<file path="config.mk">
export PLATFORM = sky130hd
export DESIGN_NAME = control_sequencer
export DESIGN_NICKNAME = d
export VERILOG_FILES = /design/src/rtl/cpu_pkg.sv /design/src/rtl/dec3to8.sv /design/src/rtl/control_sequencer.sv
export SDC_FILE = /design/constraint.sdc
export NUM_CORES = 1
export LEC_CHECK = 0
export CAP_MARGIN = 20
export CORE_MARGIN = 2
export CORE_UTILIZATION = 56
export DETAILED_ROUTE_END_ITERATION = 10
export DONT_BUFFER_PORTS = 1
export PLACE_DENSITY = 0.72
export SLEW_MARGIN = 15
export SYNTH_ARGS = -nofsm -noshare
export SYNTH_HDL_FRONTEND = slang
export SYNTH_SLANG_ARGS = --single-unit
export TNS_END_PERCENT = 10
</file>
<file path="constraint.sdc">
create_clock -name clk -period 1.7 [get_ports clk]
set_input_delay 0.17 -clock clk [delete_from_list [all_inputs] [get_ports clk]]
set_output_delay 0.17 -clock clk [all_outputs]
set_load 0.03 [all_outputs]
</file>
<file path="src/rtl/cpu_pkg.sv">
// Shared definitions for the control sequencer: state encoding, opcodes and
// instruction field positions.
package cpu_pkg;

  typedef enum logic [2:0] {
    S_IDLE   = 3'd0,
    S_F0     = 3'd1,
    S_F1     = 3'd2,
    S_DEC    = 3'd3,
    S_T1     = 3'd4,
    S_T2     = 3'd5,
    S_T3     = 3'd6,
    S_HALTED = 3'd7
  } state_t;

  localparam logic [3:0] OP_NOP  = 4'd0;
  localparam logic [3:0] OP_MV   = 4'd1;
  localparam logic [3:0] OP_MVI  = 4'd2;
  localparam logic [3:0] OP_ADD  = 4'd3;
  localparam logic [3:0] OP_SUB  = 4'd4;
  localparam logic [3:0] OP_XOR  = 4'd5;
  localparam logic [3:0] OP_LD   = 4'd6;
  localparam logic [3:0] OP_ST   = 4'd7;
  localparam logic [3:0] OP_JMP  = 4'd8;
  localparam logic [3:0] OP_HALT = 4'd9;

  localparam int OP_HI  = 15;
  localparam int OP_LO  = 12;
  localparam int RX_HI  = 11;
  localparam int RX_LO  = 9;
  localparam int RY_HI  = 8;
  localparam int RY_LO  = 6;
  localparam int IMM_HI = 8;
  localparam int IMM_LO = 0;

  function automatic logic [3:0] f_op(input logic [15:0] ins);
    return ins[OP_HI:OP_LO];
  endfunction

  function automatic logic [2:0] f_rx(input logic [15:0] ins);
    return ins[RX_HI:RX_LO];
  endfunction

  function automatic logic [2:0] f_ry(input logic [15:0] ins);
    return ins[RY_HI:RY_LO];
  endfunction

  // Immediate is zero-extended to bus width.
  function automatic logic [15:0] f_imm(input logic [15:0] ins);
    return {7'b0, ins[IMM_HI:IMM_LO]};
  endfunction

endpackage

</file>
<file path="src/rtl/dec3to8.sv">
// 3-to-8 one-hot register select with enable; all-zero when disabled.
module dec3to8 (
  input  logic [2:0] i_sel,
  input  logic       i_en,
  output logic [7:0] o_hot
);

  // One-hot decode gated by enable
  always_comb begin
    o_hot = '0;
    if (i_en) o_hot[i_sel] = 1'b1;
  end

endmodule

</file>
<file path="src/rtl/control_sequencer.sv">
// Moore control sequencer for a small bus-based CPU: fetch, decode and
// execute phases driving register/ALU/PC/RAM enables from state and instr.
module control_sequencer
  import cpu_pkg::*;
(
  input  logic        clk,
  input  logic        rst,
  input  logic        run,
  input  logic [15:0] instr,
  output logic [7:0]  rin,
  output logic [7:0]  rout,
  output logic        ctrl_out_en,
  output logic [15:0] ctrl_output,
  output logic        ain,
  output logic        addsub,
  output logic        xor_ctrl,
  output logic        gout,
  output logic        pc_in,
  output logic        pc_out,
  output logic        pc_inc,
  output logic        addr_in,
  output logic        ram_out_en,
  output logic        ram_in_en,
  output logic        ram_we,
  output logic        ir_in,
  output logic        done,
  output logic        halted,
  output logic        illegal
);

  state_t      r_state;
  state_t      w_next;
  state_t      w_after;
  logic [3:0]  w_op;
  logic [2:0]  w_rx;
  logic [2:0]  w_ry;
  logic [15:0] w_imm;
  logic        w_alu;
  logic        w_mem;
  logic        w_rin_en;
  logic [2:0]  w_rin_sel;
  logic        w_rout_en;
  logic [2:0]  w_rout_sel;

  assign w_op  = f_op(instr);
  assign w_rx  = f_rx(instr);
  assign w_ry  = f_ry(instr);
  assign w_imm = f_imm(instr);
  assign w_alu = (w_op == OP_ADD) || (w_op == OP_SUB) || (w_op == OP_XOR);
  assign w_mem = (w_op == OP_LD) || (w_op == OP_ST);

  // Where to go after the final cycle of an instruction; run is only
  // looked at here, so dropping it mid-instruction never aborts.
  assign w_after = run ? S_F0 : S_IDLE;

  // State register; reset wins over everything including HALTED
  always_ff @(posedge clk) begin
    if (rst) r_state <= S_IDLE;
    else     r_state <= w_next;
  end

  // Next-state sequencing
  always_comb begin
    w_next = r_state;
    case (r_state)
      S_IDLE:   if (run) w_next = S_F0;
      S_F0:     w_next = S_F1;
      S_F1:     w_next = S_DEC;
      S_DEC:    w_next = S_T1;
      S_T1: begin
        if (w_op == OP_HALT)      w_next = S_HALTED;
        else if (w_alu || w_mem)  w_next = S_T2;
        else                      w_next = w_after;
      end
      S_T2:     w_next = w_alu ? S_T3 : w_after;
      S_T3:     w_next = w_after;
      S_HALTED: w_next = S_HALTED;
      default:  w_next = S_IDLE;
    endcase
  end

  // Moore outputs from state and instruction fields
  always_comb begin
    w_rin_en    = 1'b0;
    w_rin_sel   = '0;
    w_rout_en   = 1'b0;
    w_rout_sel  = '0;
    ctrl_out_en = 1'b0;
    ctrl_output = '0;
    ain         = 1'b0;
    addsub      = 1'b0;
    xor_ctrl    = 1'b0;
    gout        = 1'b0;
    pc_in       = 1'b0;
    pc_out      = 1'b0;
    pc_inc      = 1'b0;
    addr_in     = 1'b0;
    ram_out_en  = 1'b0;
    ram_in_en   = 1'b0;
    ram_we      = 1'b0;
    ir_in       = 1'b0;
    done        = 1'b0;
    halted      = 1'b0;
    illegal     = 1'b0;
    case (r_state)
      S_F0: begin
        pc_out  = 1'b1;
        addr_in = 1'b1;
      end
      S_F1: begin
        ram_out_en = 1'b1;
        ir_in      = 1'b1;
        pc_inc     = 1'b1;
      end
      S_T1: begin
        case (w_op)
          OP_NOP: done = 1'b1;
          OP_MV: begin
            w_rout_en = 1'b1; w_rout_sel = w_ry;
            w_rin_en  = 1'b1; w_rin_sel  = w_rx;
            done      = 1'b1;
          end
          OP_MVI: begin
            ctrl_out_en = 1'b1;
            ctrl_output = w_imm;
            w_rin_en    = 1'b1; w_rin_sel = w_rx;
            done        = 1'b1;
          end
          OP_ADD, OP_SUB, OP_XOR: begin
            w_rout_en = 1'b1; w_rout_sel = w_rx;
            ain       = 1'b1;
          end
          OP_LD, OP_ST: begin
            w_rout_en = 1'b1; w_rout_sel = w_ry;
            addr_in   = 1'b1;
          end
          OP_JMP: begin
            w_rout_en = 1'b1; w_rout_sel = w_rx;
            pc_in     = 1'b1;
            done      = 1'b1;
          end
          OP_HALT: done = 1'b1;
          default: begin
            illegal = 1'b1;
            done    = 1'b1;
          end
        endcase
      end
      S_T2: begin
        case (w_op)
          OP_ADD, OP_SUB, OP_XOR: begin
            w_rout_en = 1'b1; w_rout_sel = w_ry;
            addsub    = (w_op == OP_SUB);
            xor_ctrl  = (w_op == OP_XOR);
          end
          OP_LD: begin
            ram_out_en = 1'b1;
            w_rin_en   = 1'b1; w_rin_sel = w_rx;
            done       = 1'b1;
          end
          OP_ST: begin
            w_rout_en = 1'b1; w_rout_sel = w_rx;
            ram_in_en = 1'b1;
            ram_we    = 1'b1;
            done      = 1'b1;
          end
          default: ;
        endcase
      end
      S_T3: begin
        if (w_alu) begin
          gout     = 1'b1;
          w_rin_en = 1'b1; w_rin_sel = w_rx;
          done     = 1'b1;
        end
      end
      S_HALTED: halted = 1'b1;
      default: ;
    endcase
  end

  dec3to8 u_rin_dec (
    .i_sel (w_rin_sel),
    .i_en  (w_rin_en),
    .o_hot (rin)
  );

  dec3to8 u_rout_dec (
    .i_sel (w_rout_sel),
    .i_en  (w_rout_en),
    .o_hot (rout)
  );

endmodule

</file>
==> metrics, run 1 <==
hold buffers post-CTS 1; count of input and output buffers 0; Mapped Area 846 sq um; flop and latch count out of synthesis 3; io pins 67; Placed Cells 193; routability cong. 0.967; DIE HEIGHT 42.9 um; Halt Stage clock tree synthesis (4_1_cts); Initial Util 58.2%; post-CTS setup repair buffer count 2; # resized after CTS 43; Placement Rows 14; Synth Instances 139; Clock Root Buffer clkbuf_4; post-synth cell types 41; synthesized area per cell around 6 sq um; status did not finish; Detailed Place HPWL 2.36 mm; sequential fraction of the synthesis area 7.10%; TritonCTS buffer count 3; Err [ERROR DPL-0038] Utilization greater than 100%, impossible to legalize; die width between 40 and 50 um; H-tree levels 1; Yosys warning count 0; # clock sinks 3; Max clock buf depth 2
[Yosys cell counts (all sizes together)]
cell	instances	share of area (%)
nor2b	2	1.5
nand2b	9	6.7
o221a	1	1.3
a31oi	2	1.5
buf	12	9.6
nand2	7	3.1
nor3b	4	3.6
mux2i	1	1.2
o21a	1	0.89
o2bb2ai	2	2.1
a221oi	1	1.0
or4	2	1.8
a22o	1	1.0
nor2	22	9.8
a21oi	8	4.7
a311o	1	1.2
nor3	7	4.1
nand4b	1	1.0
and2	9	6.7
o21ai	2	1.2
conb	1	0.44
o31ai	1	0.89
clkbuf	7	3.1
a211o	1	1.0
nor4	2	1.5
o21bai	2	1.8
inv	4	1.8
nand4	1	0.74
nand3b	3	2.7
or3b	1	1.0
dfxtp	3	7.1
and3b	1	1.0
nand3	6	3.6
a21o	2	1.8
o22ai	3	2.2
a32oi	1	1.0
xnor2	2	2.1
a211oi	1	0.89
or3	2	1.5
[logic make-up after synthesis]
family | count (synthesis) | synth area share [%]
and+or+nand+nor | 79 | 50.1
AOI/OAI and AO/OA | 30 | 24.6
buffers and inverters | 23 | 14.5
DFF | 3 | 7.10
xor gates and xnor gates | 2 | 2.07
muxes | 1 | 1.18
other | 1 | 0.443
[metrics by stage]
step | util, % | hold WS [ns] | instance area [sq um] | worst slack (ns)
after detailed placement | 92.3 | 0.244 | 1340 | -0.239
after global placement | 92.3 | 0.242 | 1340 | -0.152
after floorplan | - | 0.239 | 1020 | -0.180
==> inputs of run 2 (changes only) <==
CORE_AREA = 2 2 63 65   (was default)
CORE_MARGIN = default   (was 2)
CORE_UTILIZATION = default   (was 56)
DIE_AREA = 0 0 65 67   (was default)
PLACE_DENSITY = default   (was 0.72)
PLACE_DENSITY_LB_ADDON = 0.15   (was default)
clock period = 2.2 ns   (was 1.7 ns; I/O delays follow)
==> metrics, run 2 <==
final hold viol count 0; CTS tree built; fillers just over 400; most common cell in the netlist nor2_1 (unchanged); share of cells above drive strength 1 a little over a third; antenna cell count 0; flop and latch count out of synthesis 3 (unchanged); Max Slew Vio Count 0; Pleak about 0.53 nW; Post-synth top flop dfxtp_1 (unchanged); Mapped Area 846 sq um (unchanged); post-synth cell types 41 (unchanged); Initial Util 23.5% (was 58.2%); Antenna Nets Post-Route 0; endpoint class of the critical path primary output; WL/cell 13.0 um; P&R area growth vs syn 51.2%; Max Clk Rate about 460 MHz; clock latency on the worst-skew pair 0.22 ns; DR DRC count 0; vias in the first global route 990; die area between 4000 and 5000 sq um; reg2reg end r_state[1]$_SDFFE_PP0P_; Worst R2R Setup Slack around 0.18 ns; Placement Cell Area 1130 sq um (was 1340 sq um); vias 1086; initial drt markers 84; RSZ-0062 raised after global routing yes; PD cells about 300 nW/um^2; routability cong. 0.812 (was 0.967); slowest stage delay, CP ~0.46 ns; WS Path Type flip-flop to primary output; count of input and output buffers 0 (unchanged); Hold Path End r_state[2]$_SDFFE_PP0P_; most common cell after layout, fill and taps aside buf_4; Most flops, register r_state; Crit-path slowest cell or4_4; Synth area leaders nor2_1 9.8%, buf_4 8.0%, dfxtp_1 7.1% (unchanged); max FFs per register 3; H-tree levels 1 (unchanged); CP bufs+invs 1; largest vdd supply drop 0.360 mV; Yosys warning count 0 (unchanged); Clock Root Buffer clkbuf_8 (was clkbuf_4); Relative slew margins 62.7%; worst-path maximum fanout 7; Synth Instances 139 (unchanged); grt total ovfl 0; Worst Path Required 1.98 ns; First-pass DRT Iterations 4; die width 65 um (was 42.9 um); fin nets 192; cell taking the most area after synthesis nor2_1 (unchanged); aggregate global-route resource usage approximately 13%; Layout Skew 0.000204 ns; most frequent cells in the layout 41 x buf_4, 19 x nor2_1, 9 x and2_1, 8 x nand2b_1; hold slack 0.0701 ns; final non-filler cell total 220; Placement Rows 22 (was 14); # clock sinks 3 (unchanged); TritonCTS buffer count 3 (unchanged); Placed Cells 214 (was 193); Final setup viols 0; FF-to-FF path depth 7; cell family with most CP delay simple AND/OR/NAND/NOR gates; largest net degree at the start of global routing 14; commonest cells in the netlist 22 x nor2_1, 9 x and2_1, 9 x buf_4, 9 x nand2b_1, 8 x a21oi_1 (unchanged); DIE HEIGHT 67 um (was 42.9 um); minimum clock period approximately 2.2 ns; synthesized area per cell 6.08 sq um (unchanged); Detailed Place HPWL 2.26 mm (was 2.36 mm); CP Launch Point r_state[0]$_SDFFE_PP0P_; Async SR Flop Fraction 0% (unchanged); final wirelength 2.85 mm; biggest regs r_state: 3 flops; Util after Layout 35.5%; period utilization 98.6%; Post-synth EDFFs 0 (unchanged); Synth top area share 9.76% (unchanged); status complete, no violations (was did not finish); sequential fraction of the synthesis area 7.10% (unchanged); Clock transition at path regs 0.03 ns; Worst Hold Launch rst; worst reg2reg startpoint r_state[0]$_SDFFE_PP0P_; Core ar. 3610 sq um; Hold Crit Depth 1; Least-Margin Pin Slew roughly 0.56 ns; CP startpoint kind flip-flop; global-route wire length before repair 4.58 mm; via/cell ratio 4.94; Max clock buf depth 2 (unchanged); hold buffers post-CTS 0 (was 1); antenna violations before repair 0; Setup TNS 0 ns; Design Area, Final 1280 sq um; worst min-delay path class input port to flip-flop; WP data arrival 1.95 ns; io pins 67 (unchanged); max cap viols 0; CP cell instances nand2b_1 > or4_4 > o221a_4 > nand2b_4 > nor3_2 > buf_4
-- run 2: cell counts after synthesis --
Identical to the previous run, type by type.
-- run 2: layout make-up --
cell class | instances | area, sq um | area share [%]
tap | 48 | 60.1 | 4.70
sequential | 3 | 63.8 | 4.99
inverter | 4 | 15.0 | 1.17
timing repair buffer | 42 | 319 | 25.0
multi-input combinational | 119 | 776 | 60.7
clock buffer | 4 | 45.0 | 3.52
-- run 2: where the power goes --
| group | internal, mW | total, mW | switching (mW) |
|---|---|---|---|
| Combinational | 0.0573 | 0.151 | 0.0932 |
| Sequential | 0.0595 | 0.0672 | 0.00772 |
| Clock | 0.124 | 0.161 | 0.0378 |
-- run 2: kinds of logic after synthesis --
group	count (synthesis)	share of synthesized area, %
AOI/OAI and AO/OA	30	24.6
other	1	0.443
buffers and inverters	23	14.5
muxes	1	1.18
and+or+nand+nor	79	50.1
xor gates and xnor gates	2	2.07
DFF	3	7.10
-- run 2: per-layer routing --
layer  wire (um)  GRT usage [%]
met2        1470           23.1
met1        1190           15.5
met5           0              0
met4          15           3.72
met3         172           2.87
-- run 2: worst max path at each step --
stage	endpoint	slack (ns)	depth (start not counted)
CTS	rin[2]	0.01	6
global route	rout[6]	-0.03	6
global placement	rin[2]	0.14	6
finish	rin[2]	0.03	6
floorplan	rin[2]	-0.06	5
detailed placement	rin[2]	0.11	6
-- run 2: repair_timing --
item,in CTS,in global routing
resized for setup,5,14
setup buffers,0,2
pin swaps,1,4
endpoints found under the setup margin,12,14
hold endpoints to repair,0,0
-- run 2: stage by stage --
| step | setup slack, ns | power (mW) |
|---|---|---|
| 6_report | 0.0306 | 0.379 |
| 5_1_grt | -0.0297 | 0.406 |
| 4_1_cts | 0.0142 | 0.373 |
| 3_5_place_dp | 0.112 | 0.206 |
| 3_3_place_gp | 0.138 | 0.206 |
| 2_1_floorplan | -0.0599 | 0.200 |
-- run 2: worst reg2reg max path: cells and delay by family (launching register included) --
kind | cells | cell delay, ns
AND/OR/NAND/NOR | 3 | 0.85
flip-flops | 1 | 0.36
buffers and inverters | 2 | 0.29
AO/OA/AOI/OAI | 2 | 0.43
Note: power is estimated with default switching activity, not from simulation.
==> inputs of run 3 (changes only) <==
CTS_BUF_LIST = sky130_fd_sc_hd__clkbuf_16   (was default)
==> metrics, run 3 (synthesis gave the netlist of run 2 again) <==
Clock Root Buffer clkbuf_16 (was clkbuf_8); # clock sinks 3 (unchanged); most frequent cells in the layout 41 x buf_4, 19 x nor2_1, 9 x and2_1, 8 x nand2b_1 (unchanged); Worst Hold Launch rst (unchanged); Most flops, register r_state (unchanged); Antenna Nets Post-Route 0 (unchanged); Clock transition at path regs 0.03 ns (about the same); worst reg2reg startpoint r_state[0]$_SDFFE_PP0P_ (unchanged); endpoint class of the critical path primary output (unchanged); die width 65 um (unchanged); hold buffers post-CTS 0 (unchanged); Placement Rows 22 (unchanged); aggregate global-route resource usage 13.2% (was 12.9%); vias in the first global route 993 (was 990); Relative slew margins 62.7% (about the same); Design Area, Final 1310 sq um (was 1280 sq um); Max Clk Rate 459 MHz (was 461 MHz); hold slack 0.0609 ns (was 0.0701 ns); RSZ-0062 raised after global routing yes (unchanged); fin nets 192 (unchanged); CP startpoint kind flip-flop (unchanged); via/cell ratio 4.97 (was 4.94); antenna cell count 0 (unchanged); vias 1094 (was 1086); Initial Util 23.5% (unchanged); CP Launch Point r_state[0]$_SDFFE_PP0P_ (unchanged); Placement Cell Area 1130 sq um (unchanged); final wirelength 2.87 mm (was 2.85 mm); worst-path maximum fanout 7 (unchanged); First-pass DRT Iterations 4 (unchanged); routability cong. 0.812 (unchanged); Final setup viols 0 (unchanged); Pleak 0.548 nW (was 0.529 nW); Detailed Place HPWL 2.26 mm (unchanged); FF-to-FF path depth 7 (unchanged); die area 4360 sq um (unchanged); antenna violations before repair 0 (unchanged); Worst R2R Setup Slack 0.19 ns (was 0.18 ns); WP data arrival 1.96 ns (was 1.95 ns); Placed Cells 214 (unchanged); largest net degree at the start of global routing 14 (unchanged); max FFs per register 3 (unchanged); fillers 399 (was 405); Hold Crit Depth 1 (unchanged); clock latency on the worst-skew pair 0.23 ns (was 0.22 ns); global-route wire length before repair 4.62 mm (was 4.58 mm); grt total ovfl 0 (unchanged); share of cells above drive strength 1 34.9% (unchanged); Pwr Total 506 uW (was 379 uW); Util after Layout 36.4% (was 35.5%); PD cells 385 nW/um^2 (was 297 nW/um^2); WS Path Type flip-flop to primary output (unchanged); Layout Skew 0.000951 ns (was 0.000204 ns); Worst Path Required 1.98 ns (about the same); count of input and output buffers 0 (unchanged); io pins 67 (unchanged); TritonCTS buffer count 3 (unchanged); DIE HEIGHT 67 um (unchanged); status complete, no violations (unchanged); CTS tree built (unchanged); P&R area growth vs syn 55.2% (was 51.2%); final non-filler cell total 220 (unchanged); WL/cell 13.0 um (about the same); max cap viols 0 (unchanged); Core ar. 3610 sq um (unchanged); final hold viol count 0 (unchanged); Least-Margin Pin Slew 0.557 ns (about the same); most common cell after layout, fill and taps aside buf_4 (unchanged); Max clock buf depth 2 (unchanged); Max Slew Vio Count 0 (unchanged); largest vdd supply drop 0.526 mV (was 0.360 mV); minimum clock period 2.18 ns (was 2.17 ns); worst min-delay path class input port to flip-flop (unchanged); H-tree levels 1 (unchanged); initial drt markers 63 (was 84); period utilization 99.1% (was 98.6%); biggest regs r_state: 3 flops (unchanged); DR DRC count 0 (unchanged)
## run 3: cell types whose count changed in the layout (fill, tap and decap cells not counted)
cell	change
clkbuf_16	+3
clkbuf_8	-3
clkbuf_1	-1
inv_1	+1
## run 3: area by class of cell
type	instances	area, sq um	area share (%)
inverter	4	15.0	1.14
sequential	3	63.8	4.86
timing repair buffer	42	319	24.3
multi-input combinational	119	776	59.1
clock buffer	3	75.1	5.72
clock inverter	1	3.75	0.286
tap	48	60.1	4.58
## run 3: repair_timing
item                       in CTS  in global routing
buffers inserted                0                  2
hold endpoints to repair        0                  0
setup endpoints to repair      12                 17
cloned                          0                  0
pin swaps                       1                  4
gates resized for setup         5                 14
## run 3: stage by stage
step | setup TNS, ns | setup WS, ns
after CTS | 0 | 0.00566
final | 0 | 0.0194
after global placement | 0 | 0.138
after floorplan | -0.134 | -0.0599
after global routing | -0.159 | -0.0357
after detailed placement | 0 | 0.112
## run 3: critical path, stage by stage (launching register included)
cell and delay [ns]:
dfxtp_4 0.36, nand2b_1 0.17, or4_4 0.46, o221a_4 0.26
nand2b_4 0.16, nor3_2 0.15, buf_4 0.18
## run 3: where the power goes
part	switching, mW	internal, mW
sequential	0.00773	0.0595
clock	0.0534	0.235
combinational	0.0933	0.0573
total	0.154	0.351
## run 3: metal layers
layer	track usage, %	vias up	part of all wire, %
met5	0	-	0
met4	4.52	0	0.77
met3	3.04	2	6.2
met2	23.2	37	52
met1	15.6	510	41
li1	-	545	-
## run 3: worst paths after layout
kind / end
worst max-delay path: rin[2]
worst min register to register: r_state[2]$_SDFFE_PP0P_
worst max register to register: r_state[1]$_SDFFE_PP0P_
worst min-delay path: r_state[2]$_SDFFE_PP0P_
==> inputs of run 4 (changes only) <==
CTS_CLUSTER_SIZE = 25   (was default)
MAX_ROUTING_LAYER = met4   (was default)
clock period = 1.85 ns   (was 2.2 ns; I/O delays follow)
==> metrics, run 4 (synthesis gave the netlist of run 2 again) <==
status complete, but fails checks (was complete, no violations); failing checks negative setup slack; aggregate global-route resource usage 13.5% (was 13.2%); count of input and output buffers 0 (unchanged); final hold viol count 0 (unchanged); Initial Util 23.5% (unchanged); minimum clock period 2.02 ns; global-route wire length before repair 4.71 mm (was 4.62 mm); period utilization 109%; endpoint class of the critical path primary output (unchanged); DR DRC count 0 (unchanged); grt total ovfl 0 (unchanged); TritonCTS buffer count 3 (unchanged); Placed Cells 225 (was 214); P&R area growth vs syn 71.6% (was 55.2%); routed length on met1 1.19 mm (was 1.18 mm); final non-filler cell total 229 (was 220); vias in the first global route 1018 (was 993); antenna cell count 0 (unchanged); CP startpoint kind flip-flop (unchanged); max cap viols 0 (unchanged); Pleak 0.621 nW (was 0.548 nW); WS Path Type flip-flop to primary output (unchanged); initial drt markers 75 (was 63); Max clock buf depth 2 (unchanged); die width 65 um (unchanged); fillers 401 (was 399); Clock Root Buffer clkbuf_16 (unchanged); WL/cell 12.7 um (was 13.0 um); Clock transition at path regs 0.03 ns (about the same); DIE HEIGHT 67 um (unchanged); Most flops, register r_state (unchanged); share of cells above drive strength 1 42.5% (was 34.9%); Max Slew Vio Count 0 (unchanged); io pins 67 (unchanged); Worst Path Required 1.66 ns (was 1.98 ns); H-tree levels 1 (unchanged); CTS tree built (unchanged); hold slack 0.0223 ns (was 0.0609 ns); fin nets 201 (was 192); worst min-delay path class input port to flip-flop (unchanged); worst-path maximum fanout 6 (was 7); # clock sinks 3 (unchanged); Max Clk Rate approximately 500 MHz; max FFs per register 3 (unchanged); max layer used met3 (was met4); largest net degree at the start of global routing 14 (unchanged); post-CTS setup repair buffer count 0 (unchanged); PD cells 410 nW/um^2 (was 385 nW/um^2); met3 wire length 218 um (was 177 um); antenna violations before repair 0 (unchanged); Layout Skew 0.00240 ns (was 0.000951 ns); most frequent cells in the layout 37 x buf_4, 20 x nor2_1, 14 x buf_6 (was 41 x buf_4, 19 x nor2_1, 9 x and2_1, 8 x nand2b_1); routability cong. 0.819 (was 0.812); largest vdd supply drop 0.558 mV (was 0.526 mV); First-pass DRT Iterations 4 (unchanged); WP data arrival 1.84 ns (was 1.96 ns); biggest regs r_state: 3 flops (unchanged); Final setup viols 25 (was 0); die area 4360 sq um (unchanged); Antenna Nets Post-Route 0 (unchanged); Detailed Place HPWL 2.36 mm (was 2.26 mm); met2 wire length 1.51 mm (was 1.49 mm); vias 1119 (was 1094); final wirelength 2.92 mm (was 2.87 mm); Core ar. 3610 sq um (unchanged); clock latency on the worst-skew pair 0.22 ns (was 0.23 ns); most common cell after layout, fill and taps aside buf_4 (unchanged); Setup WS post-layout -0.175 ns (was 0.0194 ns); via/cell ratio 4.89 (was 4.97); hold buffers post-CTS 0 (unchanged); RSZ-0062 raised after global routing yes (unchanged); Placement Rows 22 (unchanged)
[run 4: changes by cell type in the layout (fill, tap and decap cells not counted), sizes merged]
cell / change
buf: +9
[run 4: per-layer routing]
layer	global-route usage, %	vias up
met3	2.53	0
li1	-	558
met5	-	-
met1	15.9	518
met4	1.86	0
met2	24.4	43
[run 4: what timing repair did]
action	CTS	global route
cloned	0	0
gates resized for setup	16	20
endpoints found under the setup margin	27	28
pin swaps	0	4
[run 4: worst max-delay path: stages (launching register included)]
cell and delay [ns]:
dfxtp_4 0.35, nand2b_4 0.14, or4_4 0.42, o221a_4 0.26, buf_6 0.13, nor4_4 0.15, buf_6 0.17
[run 4: final timing paths]
check / depth (start not counted) / to / start / slack (ns)
worst min register to register: 3 / r_state[1]$_SDFFE_PP0P_ / r_state[2]$_SDFFE_PP0P_ / 0.59
worst min-delay path: 1 / r_state[2]$_SDFFE_PP0P_ / rst / 0.02
worst max-delay path: 6 / rin[0] / r_state[0]$_SDFFE_PP0P_ / -0.17
worst max register to register: 6 / r_state[1]$_SDFFE_PP0P_ / r_state[2]$_SDFFE_PP0P_ / 0.07
[run 4: area by class of cell]
type | instances | area, sq um | share of cell area, %
multi-input cells | 119 | 793 | 54.7
well taps | 48 | 60.1 | 4.14
flip-flops and latches | 3 | 68.8 | 4.74
clock buffers | 3 | 75.1 | 5.17
inverters | 4 | 15.0 | 1.03
clock inverters | 1 | 3.75 | 0.259
repair buffers | 51 | 435 | 30.0
[run 4: power breakdown]
group | total (mW) | switching (mW) | leakage [nW] | internal [mW]
sequential | 0.0786 | 0.00812 | 0.0264 | 0.0704
combinational | 0.186 | 0.112 | 0.552 | 0.0737
clock | 0.331 | 0.0530 | 0.0423 | 0.278
total | 0.595 | 0.173 | 0.621 | 0.422
[run 4: metrics by stage]
stage	setup slack, ns	utilization (%)	setup TNS (ns)	power, mW	instance area [sq um]
after floorplan	-0.196	-	-3.49	0.239	898
after global placement	-0.0250	34.2	-0.0546	0.254	1230
after detailed placement	-0.101	34.2	-0.391	0.255	1230
after CTS	-0.201	38.4	-3.43	0.596	1390
after global routing	-0.245	40.2	-5.14	0.626	1450
final	-0.175	40.2	-3.01	0.595	1450
==> RTL change 1 (settings of run 2) <==
Add an input register stage for `run` and `instr`, cleared by the reset; this delays them by one clock. Comments in the files are not updated.
--- a/src/rtl/control_sequencer.sv
+++ b/src/rtl/control_sequencer.sv
@@ -29,4 +29,17 @@
 );
 
+  logic run_q;
+  logic [15:0] instr_q;
+
+  always_ff @(posedge clk) begin
+    if (rst) begin
+      run_q   <= '0;
+      instr_q <= '0;
+    end else begin
+      run_q   <= run;
+      instr_q <= instr;
+    end
+  end
+
   state_t      r_state;
   state_t      w_next;
@@ -43,8 +56,8 @@
   logic [2:0]  w_rout_sel;
 
-  assign w_op  = f_op(instr);
-  assign w_rx  = f_rx(instr);
-  assign w_ry  = f_ry(instr);
-  assign w_imm = f_imm(instr);
+  assign w_op  = f_op(instr_q);
+  assign w_rx  = f_rx(instr_q);
+  assign w_ry  = f_ry(instr_q);
+  assign w_imm = f_imm(instr_q);
   assign w_alu = (w_op == OP_ADD) || (w_op == OP_SUB) || (w_op == OP_XOR);
   assign w_mem = (w_op == OP_LD) || (w_op == OP_ST);
@@ -52,5 +65,5 @@
   // Where to go after the final cycle of an instruction; run is only
   // looked at here, so dropping it mid-instruction never aborts.
-  assign w_after = run ? S_F0 : S_IDLE;
+  assign w_after = run_q ? S_F0 : S_IDLE;
 
   // State register; reset wins over everything including HALTED
@@ -64,5 +77,5 @@
     w_next = r_state;
     case (r_state)
-      S_IDLE:   if (run) w_next = S_F0;
+      S_IDLE:   if (run_q) w_next = S_F0;
       S_F0:     w_next = S_F1;
       S_F1:     w_next = S_DEC;
Check against the original RTL: not equivalent (Yosys sat finds a counterexample within 4 cycles, from zero or initial values and one cycle with rst high).
==> RTL change 1 against run 2 <==
- final area grew 47%
- wire length rose by 28%
- first-iteration DRC count shrank 15%
- total power is 120% higher
- non-clock buffer count rose by 3
- sequential cell count is 17 higher
- setup slack got worse by 0.12 ns
- critical endpoint is now rout[7]
- area after synthesis is 63% higher
- maximum frequency is 5.1% lower
- the run now ends with setup timing left
- highest routed layer unchanged
==> RTL change 1: results (changes against run 2) <==
CP max-delay cell -> or3b_4
Final setup viols -> 8 (+8)
Port Buffers -> 0 (unchanged)
Most common library cells after synthesis -> dfxtp_1, nor2b_1, nor2_1, and2_1, buf_4
Crit Path Max Fanout -> 6 (-1)
Via count -> 1352 (+24%)
Share of layout cells above drive strength 1 -> 37.0% (+2.1 points)
DP Area -> 0.00166 mm^2 (+48%)
GRT Overall Usage -> 17.1% (+4.1 points)
Failing checks -> setup timing
Worst setup margin -> -0.0865 ns (-0.117 ns)
Clk slew on worst S/H paths -> 0.06 ns (+0.03 ns)
CTS H-tree lvls -> 1 (unchanged)
Top Registers -> instr_q (16), r_state (3), run_q (1)
WL final -> 3650 um (+28%)
Run status -> finished with violations
Final #Nets -> 229 (+19%)
Worst setup EP type -> output port
First-pass DRT Iterations -> 4 (unchanged)
Reg2reg path depth -> 6 (-1)
Later-pin clock latency in the skew report -> 0.25 ns (+0.03 ns)
Reg-to-Reg End -> r_state[1]$_SDFFE_PP0P_
P_sw -> 240 uW (+73%)
Vias in the first global route -> 1259 (+27%)
Drt drc -> 0 (unchanged)
Reg2reg setup slack -> 0.62 ns (+0.44 ns)
GP Congestion -> 0.804 (-0.97%)
Clk_skew -> 0.000281 ns (+0.0000774 ns)
First-pass GRT wire length -> 5730 um (+25%)
Detail Placement HPWL -> 2750 um (+22%)
Worst R2R Start -> instr_q[15]$_SDFF_PP0_
Pre-CTS WS -> 0.103 ns (-0.00902 ns)
1st-iter DRT viols -> 71 (-15%)
Max incr delay on CP -> 0.41 ns (-0.05 ns)
Synth area leaders -> dfxtp_1, nor2b_1, and2_1
Sequential area share after synthesis -> 29.0% (+22 points)
Final TNS setup -> -0.441 ns (-0.441 ns)
Synth unique cells -> 44 (+7.3%)
Largest net degree at the start of global routing -> 21 (+7)
Hold path startpoint -> rst
CP endpoint -> rout[7]
Worst vdd ir -> 0.000352 V (-2.2%)
LEAKAGE -> 0.000736 uW (+39%)
Worst-Margin Slew -> 0.569 ns (+0.0117 ns)
[RTL change 1: routing by layer]
metal  wire (um)  track usage, %
met4          87            9.84
met5           0               0
met2        1740            29.6
met3         274            3.38
met1        1540            19.4
[RTL change 1: worst max-delay path: cells and delay by family (launching register included)]
| kind | cells | cell delay, ns |
|---|---|---|
| buf+inv | 1 | 0.17 |
| flops | 1 | 0.36 |
| simple gates | 2 | 0.65 |
| compound gates | 3 | 0.64 |
[RTL change 1: logic make-up after synthesis]
logic type | synth area share (%)
AOI/OAI and AO/OA | 17.1
other | 0.272
buffers and inverters | 11.1
DFF | 29.0
muxes | 0.725
and+or+nand+nor | 40.5
xor gates and xnor gates | 1.27
[RTL change 1: how the worst min path moves through the flow]
| stage | endpoint | slack, ns |
|---|---|---|
| final | instr_q[12]$_SDFF_PP0_ | 0.02 |
| after global routing | instr_q[12]$_SDFF_PP0_ | 0.01 |
| after CTS | instr_q[13]$_SDFF_PP0_ | 0.02 |
| after floorplan | instr_q[0]$_SDFF_PP0_ | 0.35 |
| after global placement | instr_q[0]$_SDFF_PP0_ | 0.30 |
| after detailed placement | instr_q[14]$_SDFF_PP0_ | 0.30 |
[RTL change 1: what timing repair did]
action	CTS	global route
pin swaps	6	2
resized for setup	11	18
setup buffers	3	0
endpoints found under the setup margin	19	27
[RTL change 1: power by group through the flow]
stage | clock network [uW] | logic [uW] | registers (uW)
5_1_grt | 248 | 205 | 408
2_1_floorplan | 0 | 154 | 398
4_1_cts | 238 | 174 | 402
3_5_place_dp | 0 | 163 | 408
3_3_place_gp | 0 | 160 | 407
6_report | 226 | 189 | 405
[RTL change 1: through the flow]
| step | power (uW) | std cells | hold WS [ns] |
|---|---|---|---|
| floorplan | 552 | 181 | 0.348 |
| global placement | 568 | 250 | 0.296 |
| detailed placement | 571 | 250 | 0.295 |
| CTS | 814 | 256 | 0.0206 |
| global route | 861 | 256 | 0.0148 |
| finish | 820 | 256 | 0.0241 |
[RTL change 1: layout make-up]
type,count,area [um^2]
inverters,7,26.3
multi-input cells,133,991
flip-flops and latches,20,408
clock buffers,3,41.3
well taps,48,60.1
fillers,354,1730
repair buffers,45,353
==> RTL change 2 (settings of run 2) <==
Made on the original files. Put a register stage on the output `pc_in`, without a reset. The value now appears one clock later. The other outputs are not delayed to match.
--- a/src/rtl/control_sequencer.sv
+++ b/src/rtl/control_sequencer.sv
@@ -29,4 +29,6 @@
 );
 
+  logic pc_in_d;
+
   state_t      r_state;
   state_t      w_next;
@@ -92,5 +94,5 @@
     xor_ctrl    = 1'b0;
     gout        = 1'b0;
-    pc_in       = 1'b0;
+    pc_in_d     = 1'b0;
     pc_out      = 1'b0;
     pc_inc      = 1'b0;
@@ -137,5 +139,5 @@
           OP_JMP: begin
             w_rout_en = 1'b1; w_rout_sel = w_rx;
-            pc_in     = 1'b1;
+            pc_in_d   = 1'b1;
             done      = 1'b1;
           end
@@ -192,4 +194,8 @@
   );
 
+  always_ff @(posedge clk) begin
+    pc_in <= pc_in_d;
+  end
+
 endmodule
 
Check against the original RTL: not equivalent (Yosys sat finds a counterexample within 10 cycles, from zero or initial values and one cycle with rst high).
==> RTL change 2 against run 2 <==
- wire length increased by 9.4%
- sequential cell count increased by 1
- count of clock-buffer cells in the layout decreased by 1
- die area unchanged
- area after synthesis increased by 8.7%
- via count decreased by 1.1%
- setup slack improved by 0.0037 ns
- combinational power increased by 11%
- final area increased by 7.0%
- first-iteration DRC count decreased by 77%
- total power increased by 7.6%
- largest power group is now combinational logic
==> RTL change 2: results (changes against run 2) <==
Run status -> finished clean
Via count -> 1074 (-1.1%)
Signal buffers -> 43 (+2.4%)
Reg2reg path depth -> 3 (-4)
Worst setup margin -> 0.0343 ns (+0.00365 ns)
Max incr delay on CP -> 0.37 ns (-0.09 ns)
Sequential area share after synthesis -> 8.71% (+1.6 points)
Largest net degree at the start of global routing -> 20 (+6)
Share of layout cells above drive strength 1 -> 44.7% (+9.8 points)
Hold Path End -> r_state[0]$_SDFFE_PP0P_
Wire per inst -> 15.1 um (+16%)
Worst path top cell family by delay -> multiplexers
Reg-to-Reg End -> r_state[0]$_SDFFE_PP0P_
Crit Path Max Fanout -> 6 (-1)
CP endpoint -> rout[3]
Most common library cells after synthesis -> nor4_1, buf_4, and2_1, nand2b_1, nor2_1
Pre-CTS WS -> 0.130 ns (+0.0181 ns)
Vias in the first global route -> 1027 (+3.7%)
Core Util, Final -> 38.0% (+2.5 points)
Synth Instances -> 126 (-9.4%)
Worst vdd ir -> 0.000238 V (-34%)
Final #Nets -> 180 (-6.3%)
Sequential cell area share -> 5.94% (+0.95 points)
Clock network area share -> 3.02% (-0.51 points)
CP max-delay cell -> mux2_4
Fraction of area in multi-input gates -> 61.7% (+1.0 points)
Reg2reg setup slack -> 0.85 ns (+0.67 ns)
Synth area leaders -> dfxtp_1, buf_4, nor4_1
First-pass GRT wire length -> 4890 um (+6.6%)
GP Congestion -> 0.828 (+2.0%)
LEAKAGE -> 0.000543 uW (+2.7%)
Number of synthesized register bits -> 4 (+1)
Clk_skew -> 0.00103 ns (+0.000825 ns)
Placed Cells -> 203 (-5.1%)
Post-CTS Setup Bufs -> 1 (+1)
Top Registers -> r_state (3), pc_in (1)
DP Area -> 0.00126 mm^2 (+11%)
Synth unique cells -> 45 (+9.8%)
FILL cells -> 394 (-2.7%)
#MultiIn Comb -> 105 (-12%)
Hold WS -> 0.0675 ns (-0.00260 ns)
Signal buf overhead -> 23.9% (-1.1 points)
P_sw -> 155 uW (+12%)
Cells resized by post-CTS repair -> 4 (-1)
Detail Placement HPWL -> 2480 um (+9.6%)
[RTL change 2: changes by cell type in the layout (fill, tap and decap cells not counted), sizes merged, moves of 3 or more]
cell and change:
nand2 -3, nor2 -14, nand3 -5, nor4 +11, a211oi +7
[RTL change 2: per-layer routing]
layer,vias up,GRT usage (%),share of wire [%]
li1,522,-,-
met1,498,16.8,41
met2,51,26.4,51
met3,3,2.36,7.3
met4,0,4.26,0.90
met5,-,0,0
[RTL change 2: cells by family after synthesis]
group	synth area share (%)
buffers and inverters	14.8
AO/OA/AOI/OAI	29.9
other	0.408
flip-flops	8.71
AND/OR/NAND/NOR	42.6
multiplexers	1.63
XOR/XNOR	1.91
[RTL change 2: power groups by stage]
stage / registers (uW) / logic (uW) / clock network (uW)
after floorplan: 80.3 / 152 / 0
after global placement: 81.9 / 156 / 0
after detailed placement: 82.3 / 157 / 0
after CTS: 81.7 / 159 / 161
after global routing: 83.2 / 180 / 162
final: 82.5 / 168 / 158
